**src/rtl/stream_mux_3_1.sv**
```systemverilog
// Three-input stream multiplexer with round-robin arbitration into a single
// registered output slot, plus a mod-256 counter of words delivered downstream.
module stream_mux_3_1 #(
  parameter int unsigned WIDTH = 3
) (
  input  logic             clk,
  input  logic             rst,
  input  logic [WIDTH-1:0] din0,
  input  logic [WIDTH-1:0] din1,
  input  logic [WIDTH-1:0] din2,
  input  logic [2:0]       din_valid,
  output logic [2:0]       din_ready,
  output logic [WIDTH-1:0] dout,
  output logic [1:0]       dout_sel,
  output logic             dout_valid,
  input  logic             dout_ready,
  output logic [7:0]       xfer_cnt
);

  logic [1:0]       r_last;
  logic [WIDTH-1:0] r_dout;
  logic [1:0]       r_sel;
  logic             r_valid;
  logic [7:0]       r_cnt;

  logic             w_load_en;
  logic             w_gnt_any;
  logic [1:0]       w_gnt_idx;
  logic [1:0]       w_ord0;
  logic [1:0]       w_ord1;
  logic [1:0]       w_ord2;
  logic [2:0]       w_ready;
  logic [WIDTH-1:0] w_gnt_data;

  // Search order starts one past the last granted channel.
  always_comb begin
    w_ord0 = 2'd0;
    w_ord1 = 2'd1;
    w_ord2 = 2'd2;
    case (r_last)
      2'd0: begin
        w_ord0 = 2'd1;
        w_ord1 = 2'd2;
        w_ord2 = 2'd0;
      end
      2'd1: begin
        w_ord0 = 2'd2;
        w_ord1 = 2'd0;
        w_ord2 = 2'd1;
      end
      default: ;
    endcase
  end

  always_comb begin
    w_gnt_any = |din_valid;
    w_gnt_idx = w_ord2;
    if (din_valid[w_ord0]) begin
      w_gnt_idx = w_ord0;
    end else if (din_valid[w_ord1]) begin
      w_gnt_idx = w_ord1;
    end
  end

  always_comb begin
    case (w_gnt_idx)
      2'd0:    w_gnt_data = din0;
      2'd1:    w_gnt_data = din1;
      default: w_gnt_data = din2;
    endcase
  end

  assign w_load_en = !r_valid || dout_ready;
  assign w_ready   = (!rst && w_load_en && w_gnt_any) ? (3'b001 << w_gnt_idx) : 3'b000;

  always_ff @(posedge clk) begin
    if (rst) begin
      r_valid <= 1'b0;
      r_dout  <= '0;
      r_sel   <= 2'd0;
      r_last  <= 2'd2;
      r_cnt   <= '0;
    end else begin
      if (r_valid && dout_ready) begin
        r_cnt <= r_cnt + 8'd1;
      end
      if (w_load_en) begin
        if (w_gnt_any) begin
          r_dout  <= w_gnt_data;
          r_sel   <= w_gnt_idx;
          r_last  <= w_gnt_idx;
          r_valid <= 1'b1;
        end else begin
          r_valid <= 1'b0;
        end
      end
    end
  end

  assign din_ready  = w_ready;
  assign dout       = r_dout;
  assign dout_sel   = r_sel;
  assign dout_valid = r_valid;
  assign xfer_cnt   = r_cnt;

endmodule

```
**config.mk**
```make
export PLATFORM = sky130hd
export DESIGN_NAME = stream_mux_3_1
export DESIGN_NICKNAME = d
export VERILOG_FILES = /design/src/rtl/stream_mux_3_1.sv
export SDC_FILE = /design/constraint.sdc
export NUM_CORES = 1
export LEC_CHECK = 0
export ABC_AREA = 1
export ABC_CLOCK_PERIOD_IN_PS = 1050
export BUFFER_PORTS_ARGS = -buffer_cell sky130_fd_sc_hd__buf_2
export CAP_MARGIN = 30
export CORE_MARGIN = 1.5
export CORE_UTILIZATION = 42
export DETAILED_ROUTE_END_ITERATION = 7
export PLACE_DENSITY = 0.71
export SETUP_SLACK_MARGIN = 0.02
export SLEW_MARGIN = 30
export SYNTH_ARGS = -nofsm -noshare
export SYNTH_HDL_FRONTEND = slang
export SYNTH_SLANG_ARGS = --single-unit
```
**constraint.sdc**
```tcl
create_clock -name clk -period 1.05 [get_ports clk]
set_input_delay 0.0525 -clock clk [delete_from_list [all_inputs] [get_ports clk]]
set_output_delay 0.0525 -clock clk [all_outputs]
set_load 0.01 [all_outputs]
```
### After elaboration in Yosys (flattened, before gate mapping)

Cells that the tools add are included.

| word-level totals | value |
|---|---|
| flip-flop bits (word level) | 16 |
| output and inout port bits | 17 |
| logic and storage cells | 33 |

| cells by class | value |
|---|---|
| $add $sub $neg | 1 |
| magnitude comparators | 2 |
| eq/ne operators | 2 |
| shift operators | 1 |
| multiplexer cells | 12 |
| reduce and logical (&&, ||, !) cells | 10 |

Operators by type and width:

| cell | number |
|---|---|
| $pmux W2 S2 | 3 |
| $add A8 B1 Y8 const B | 1 |
| $lt A2 B3 Y1 const B | 2 |
| $pmux W3 S2 | 1 |
| $bmux W1 S2 | 2 |
| $eq A2 B1 Y1 const B | 2 |
| $logic_not A2 Y1 | 2 |
| $mux W2 | 2 |
| $logic_and A1 B1 Y1 | 3 |
| $mux W1 | 3 |
| $mux W3 | 1 |
| $reduce_or A3 Y1 | 1 |
| $shl A1 B2 Y3 const A | 1 |
| $logic_not A1 Y1 | 2 |
| $reduce_and A2 Y1 | 1 |
| $logic_or A1 B1 Y1 | 1 |

### Depth between registers and ports, before layout

| logic depth | value |
|---|---|
| word-level depth | 8 |
| depth in mapped cells | 9 |

### Least setup slack after synthesis

Ideal clock, no wire load.

| timing path | value |
|---|---|
| path kind | register -> register |
| from | reg r_valid, in the netlist dout_valid |
| to | reg r_cnt[6], in the netlist xfer_cnt[6] |
| arrival | 1114 ps |
| setup slack | -183 ps |
| stages on the path, launching flop included | 8 |
| path buffers | 0 |
| period minus slack after synthesis | 1233 ps |
| cell sequence | dfxtp_1 -> nand2_1 -> inv_1 -> nand3_1 -> nor2_1 -> nand3_1 -> o21ai_0 -> a21oi_1 |

| between the ends | value |
|---|---|
| longest elaborated chain between the ends | 1 |

Ends and longest elaborated chain:

| item | RTL line | source |
|---|---|---|
| from (decl) | 23 | `logic r_valid;` |
| from (signal assigned) | 78 | `r_valid <= 1'b0;` |
| from (signal assigned) | 92 | `r_valid <= 1'b1;` |
| from (signal assigned) | 94 | `r_valid <= 1'b0;` |
| $logic_and A1 B1 Y1 | 84 | `if (r_valid && dout_ready) begin` |
| to (signal assigned) | 85 | `r_cnt <= r_cnt + 8'd1;` |
| to (decl) | 24 | `logic [7:0] r_cnt;` |

Every way passes these cells.
A chain may end at the register's enable or synchronous reset.

### Worst setup path after layout

| timing path | value |
|---|---|
| from | reg r_last[1] |
| to | out din_ready[0] |

| between the ends | value |
|---|---|
| longest elaborated chain between the ends | 8 |
| elaborated cells on any way between the ends | 13 |

Ends and longest elaborated chain:

| item | RTL line | source |
|---|---|---|
| from (decl) | 20 | `logic [1:0] r_last;` |
| from (signal assigned) | 91 | `r_last <= w_gnt_idx;` |
| $eq A2 B1 Y1 / $logic_not A2 Y1 (equally long branches) | 40 | `case (r_last)` |
| $pmux W2 S2 | 40 |  |
| $bmux W1 S2 | 60 | `end else if (din_valid[w_ord1]) begin` |
| $mux W1 (not written as such) | 60 |  |
| $mux W2 | 60 |  |
| $mux W2 (*) | 58 | `if (din_valid[w_ord0]) begin` |
| $shl A1 B2 Y3 (*) | 74 | `assign w_ready = (!rst && w_load_en && w_gnt_any) ? (3'b001 << w_gnt_idx) : 3'b000;` |
| $mux W3 (*) | 74 |  |
| to (decl) | 12 | `output logic [2:0] din_ready,` |

Mark *: on every way between the ends. The rest lies on a longest branch, timed or not. The select of a mux whose other input is x is not followed.

==> reports/qor_table.md <==
| Step | Result | This run |
|---|---|---|
| drt | Via count | 1000 |
| floorplanning | Die X | 47.1 um |
| setup path | Startpoint kind of the worst setup timing path | flip-flop |
| drt | Average via count per standard cell | 4.81 |
| drt | Total DRC errors in the routed layout | 0 |
| setup path | Beginning of the worst register-to-register path | r_last[1]$_SDFFE_PP1P_ |
| synthesis | Post-synthesis instance area | 817 um^2 |
| setup path | CP cell instances | nand2_2 -> inv_2 -> a21oi_4 -> nand3_4 -> nand3_2 -> nor2_1 -> buf_2 |
| power | Total design power | 1.50 mW |
| place | Weighted congestion at the end of routability-driven global placement | 0.913 |
| setup path | Worst-path maximum fanout | 5 |
| place | Placed inst area | 1140 um^2 |
| place | Placed Cells incl. Taps | 194 |
| timing | Highest attainable clock frequency | 0.712 GHz |
| synthesis | Number of warnings reported in the yosys synthesis log | 0 |
| drt | Drt initial violations | 23 |
| finish | Final std cells w/o fill | 208 |
| synthesis | Synth Flop Type | sky130_fd_sc_hd__dfxtp_1 |
| drt | Detailed-route wire length per cell | 11.7 um |
| finish | Proportion of layout cells with a drive suffix above 1 | 59.6% |
| min path | Startpoint of the tightest hold check path | rst |
| clock tree | Total of hold buffers inserted after clock tree synthesis | 0 |
| setup path | Gate family responsible for the most delay along the worst path | flip-flops |
| setup path | R2R depth | 10 |
| synthesis | Unique cell type count in the Yosys netlist | 22 |
| clock tree | Clock slew at the register clock pins of the worst setup and hold paths | 90 ps |
| finish | Nets | 200 |
| finish | Multi-input gate area | 592 um^2 |
| synthesis | Mean Syn Cell Area | 6.43 um^2 |
| floorplanning | Core region area | 1780 um^2 |
| finish | Sequential cell area | 320 um^2 |
| timing | Min Clock Period, post-route | 1400 ps |
| timing | Final worst-path cycle share | 134% |
| floorplanning | Total Die Area | 2220 um^2 |
| setup path | Slowest cell on the critical path | sky130_fd_sc_hd__dfxtp_4 |
| timing | Number of endpoints failing setup at the final stage | 14 |
| finish | Diode count | 0 |
| outcome | Status | finished, violations left |
| synthesis | Synthesized net count | 143 |
| timing | Count of final hold-check violations | 0 |
| setup path | Crit Path Category | flip-flop to primary output |
| setup path | Path length in cells of the critical path | 7 |
| place | Estimated wirelength of the detail-placed design | 1540 um |
| place | Pre-CTS WS | -143 ps |
| min path | Worst min-delay path category | input pin to flip-flop |
| clock tree | Maximum level of the CTS H-tree | 1 |
| min path | Worst hold path stage count | 2 |
| grt | Pin count of the biggest net entering global routing | 12 |
| synthesis | Async set or reset register ratio after synthesis | 0% |
| timing | Clock skew after layout | 5.63 ps |
| clock tree | Clk Latency, worst-skew pair | 290 ps |
| timing | Final-layout worst hold slack | 29.2 ps |
| clock tree | TritonCTS Buffers | 3 |
| synthesis | FF+latch count, synth | 15 |
| finish | Area Overhead vs Synth | 72.4% |
| timing | Unrepaired setup endpoints after global routing | yes |
| setup path | Worst Setup End Kind | primary output |
| timing | Tightest Pin Transition | 376 ps |
| floorplanning | Starting density of the core | 45.8% |
| timing | Max_slew headroom | 74.7% |
| outcome | Violated checks | negative setup slack |
| flow run | Number of maximum-capacitance constraint violations | 0 |
| grt | Wire length of the first global-routing pass | 3540 um |
| finish | Utilization of the core after routing | 79.0% |
| floorplanning | Y dimension of the die | 47.1 um |
| power | Worst vdd ir | 1.25 mV |
| setup path | Worst endpoint required time | 1000 ps |
| timing | Setup slack after layout | -354 ps |
| clock tree | Sink count of the clock tree | 15 |
| timing | Number of max-slew violations in the final report | 0 |
| finish | Design area | 1410 um^2 |
| synthesis | Sequential area share after synthesis | 36.8% |
| grt | Total GRT Usage | 22.8% |
| drt | First-pass DRT Iterations | 4 |
| grt | Initial antenna violation count | 0 |
| synthesis | Synthesized instance count | 127 |
| timing | Final-layout setup total negative slack | -2590 ps |
| grt | Overflow after GRT | 0 |
| finish | Filler cell count | 122 |
| synthesis | Cell types occupying the most area after synthesis | sky130_fd_sc_hd__dfxtp_1 37%, sky130_fd_sc_hd__nand2_1 15%, sky130_fd_sc_hd__inv_1 9.2% |
| floorplanning | Boundary pin count | 32 |
| floorplanning | Number of cell rows | 15 |
| setup path | Worst Setup SP | r_last[1]$_SDFFE_PP1P_ |
| grt | Vias in the first global route | 856 |
| clock tree | Root cell of the clock tree | sky130_fd_sc_hd__clkbuf_4 |
| setup path | Largest stage delay on the critical path | 370 ps |
| power | Pleak | 0.700 nW |
| power | Pwr per Cell Area | 1060 nW/um^2 |
| drt | Post-route antenna net violation count | 0 |
| synthesis | Largest area contributor in the synthesized netlist | sky130_fd_sc_hd__dfxtp_1 |
| setup path | Endpoint arrival time on the critical path | 1350 ps |
| synthesis | Yosys top cell area share | 36.8% |
| drt | Wirelength, routed | 2440 um |
| place | Number of I/O port buffers | 31 |
| setup path | Buffering stage count on the worst path with inverters included | 2 |
| clock tree | TritonCTS clock tree | done |
| synthesis | EDFF count, synth | 0 |
| clock tree | Longest Clk Path Bufs | 2 |
==> path summary, 6_finish.rpt <==
kind	endpoint	slack (ps)
hold reg to reg	dout_sel[1]$_SDFFE_PP0P_	490
setup / recovery	din_ready[0]	-350
setup reg to reg	dout[1]$_SDFFE_PP0P_	-290
hold / removal	xfer_cnt[7]$_SDFFE_PP0P_	30
==> where the power goes <==
| part | internal [mW] | leakage (nW) | switching [mW] | total [mW] |
|---|---|---|---|---|
| Sequential | 0.607 | 0.127 | 0.0381 | 0.645 |
| Combinational | 0.242 | 0.559 | 0.269 | 0.512 |
| Clock | 0.148 | 0.0150 | 0.194 | 0.342 |
==> worst reg2reg max path, delay by kind of cell (launching register included) <==
family | cells | cell delay [ps]
flops | 1 | 370
compound gates | 1 | 200
simple gates | 7 | 490
buf+inv | 2 | 190
==> layout by cell type (no fill, tap or decap), types with 4 or more instances in the layout <==
cell / n
sky130_fd_sc_hd__inv_1: 14
sky130_fd_sc_hd__buf_6: 8
sky130_fd_sc_hd__a21oi_2: 4
sky130_fd_sc_hd__buf_2: 31
sky130_fd_sc_hd__nand3_2: 4
sky130_fd_sc_hd__nand2_1: 22
sky130_fd_sc_hd__nor2_4: 7
sky130_fd_sc_hd__nand3_1: 4
sky130_fd_sc_hd__buf_4: 15
sky130_fd_sc_hd__dfxtp_4: 4
sky130_fd_sc_hd__nor2_1: 13
sky130_fd_sc_hd__dfxtp_1: 7
sky130_fd_sc_hd__nand2_2: 10
sky130_fd_sc_hd__dfxtp_2: 4
sky130_fd_sc_hd__inv_2: 6
==> final cells by class <==
cell class                      count  share of cell area, %
Clock buffer                        4                   1.87
Inverter                           21                   5.77
Multi-Input combinational cell     89                   42.0
Sequential cell                    15                   22.7
Tap cell                           25                   2.22
Timing Repair Buffer               54                   25.4
==> layer usage <==
metal	global-route usage [%]	wire length (um)
met5	0	0
met1	28.5	1040
met4	7.22	37
met2	38.6	1270
met3	5.77	85
==> timing repair <==
item / 4_1_cts / 5_1_grt
endpoints found under the hold margin: 0 / 0
gates resized for setup: 28 / 24
pin swaps: 23 / 14
setup endpoints to repair: 14 / 17
setup buffers: 7 / 5
cloned: 0 / 0
==> flip-flops by register name (all words and copies together) (netlist names) <==
register	flops
xfer_cnt	8
dout	3
r_last	2
dout_sel	1
dout_valid	1
==> cells by family after synthesis <==
family / Yosys count / share of synthesized area (%)
AO/OA/AOI/OAI: 17 / 12.4
flip-flops: 15 / 36.8
buffers and inverters: 23 / 11.0
XOR/XNOR: 1 / 1.07
adder cells (fa/ha/maj): 1 / 1.53
AND/OR/NAND/NOR: 70 / 37.2
==> cells in the mapped netlist (2+ instances only) <==
library cell,n
sky130_fd_sc_hd__nand3_1,8
sky130_fd_sc_hd__nor2_1,20
sky130_fd_sc_hd__a21oi_1,7
sky130_fd_sc_hd__o21ai_0,6
sky130_fd_sc_hd__nand3_2,2
sky130_fd_sc_hd__inv_1,20
sky130_fd_sc_hd__dfxtp_1,15
sky130_fd_sc_hd__nand2_1,33
sky130_fd_sc_hd__nor3_1,3
Power figures use the tool's default switching activity.
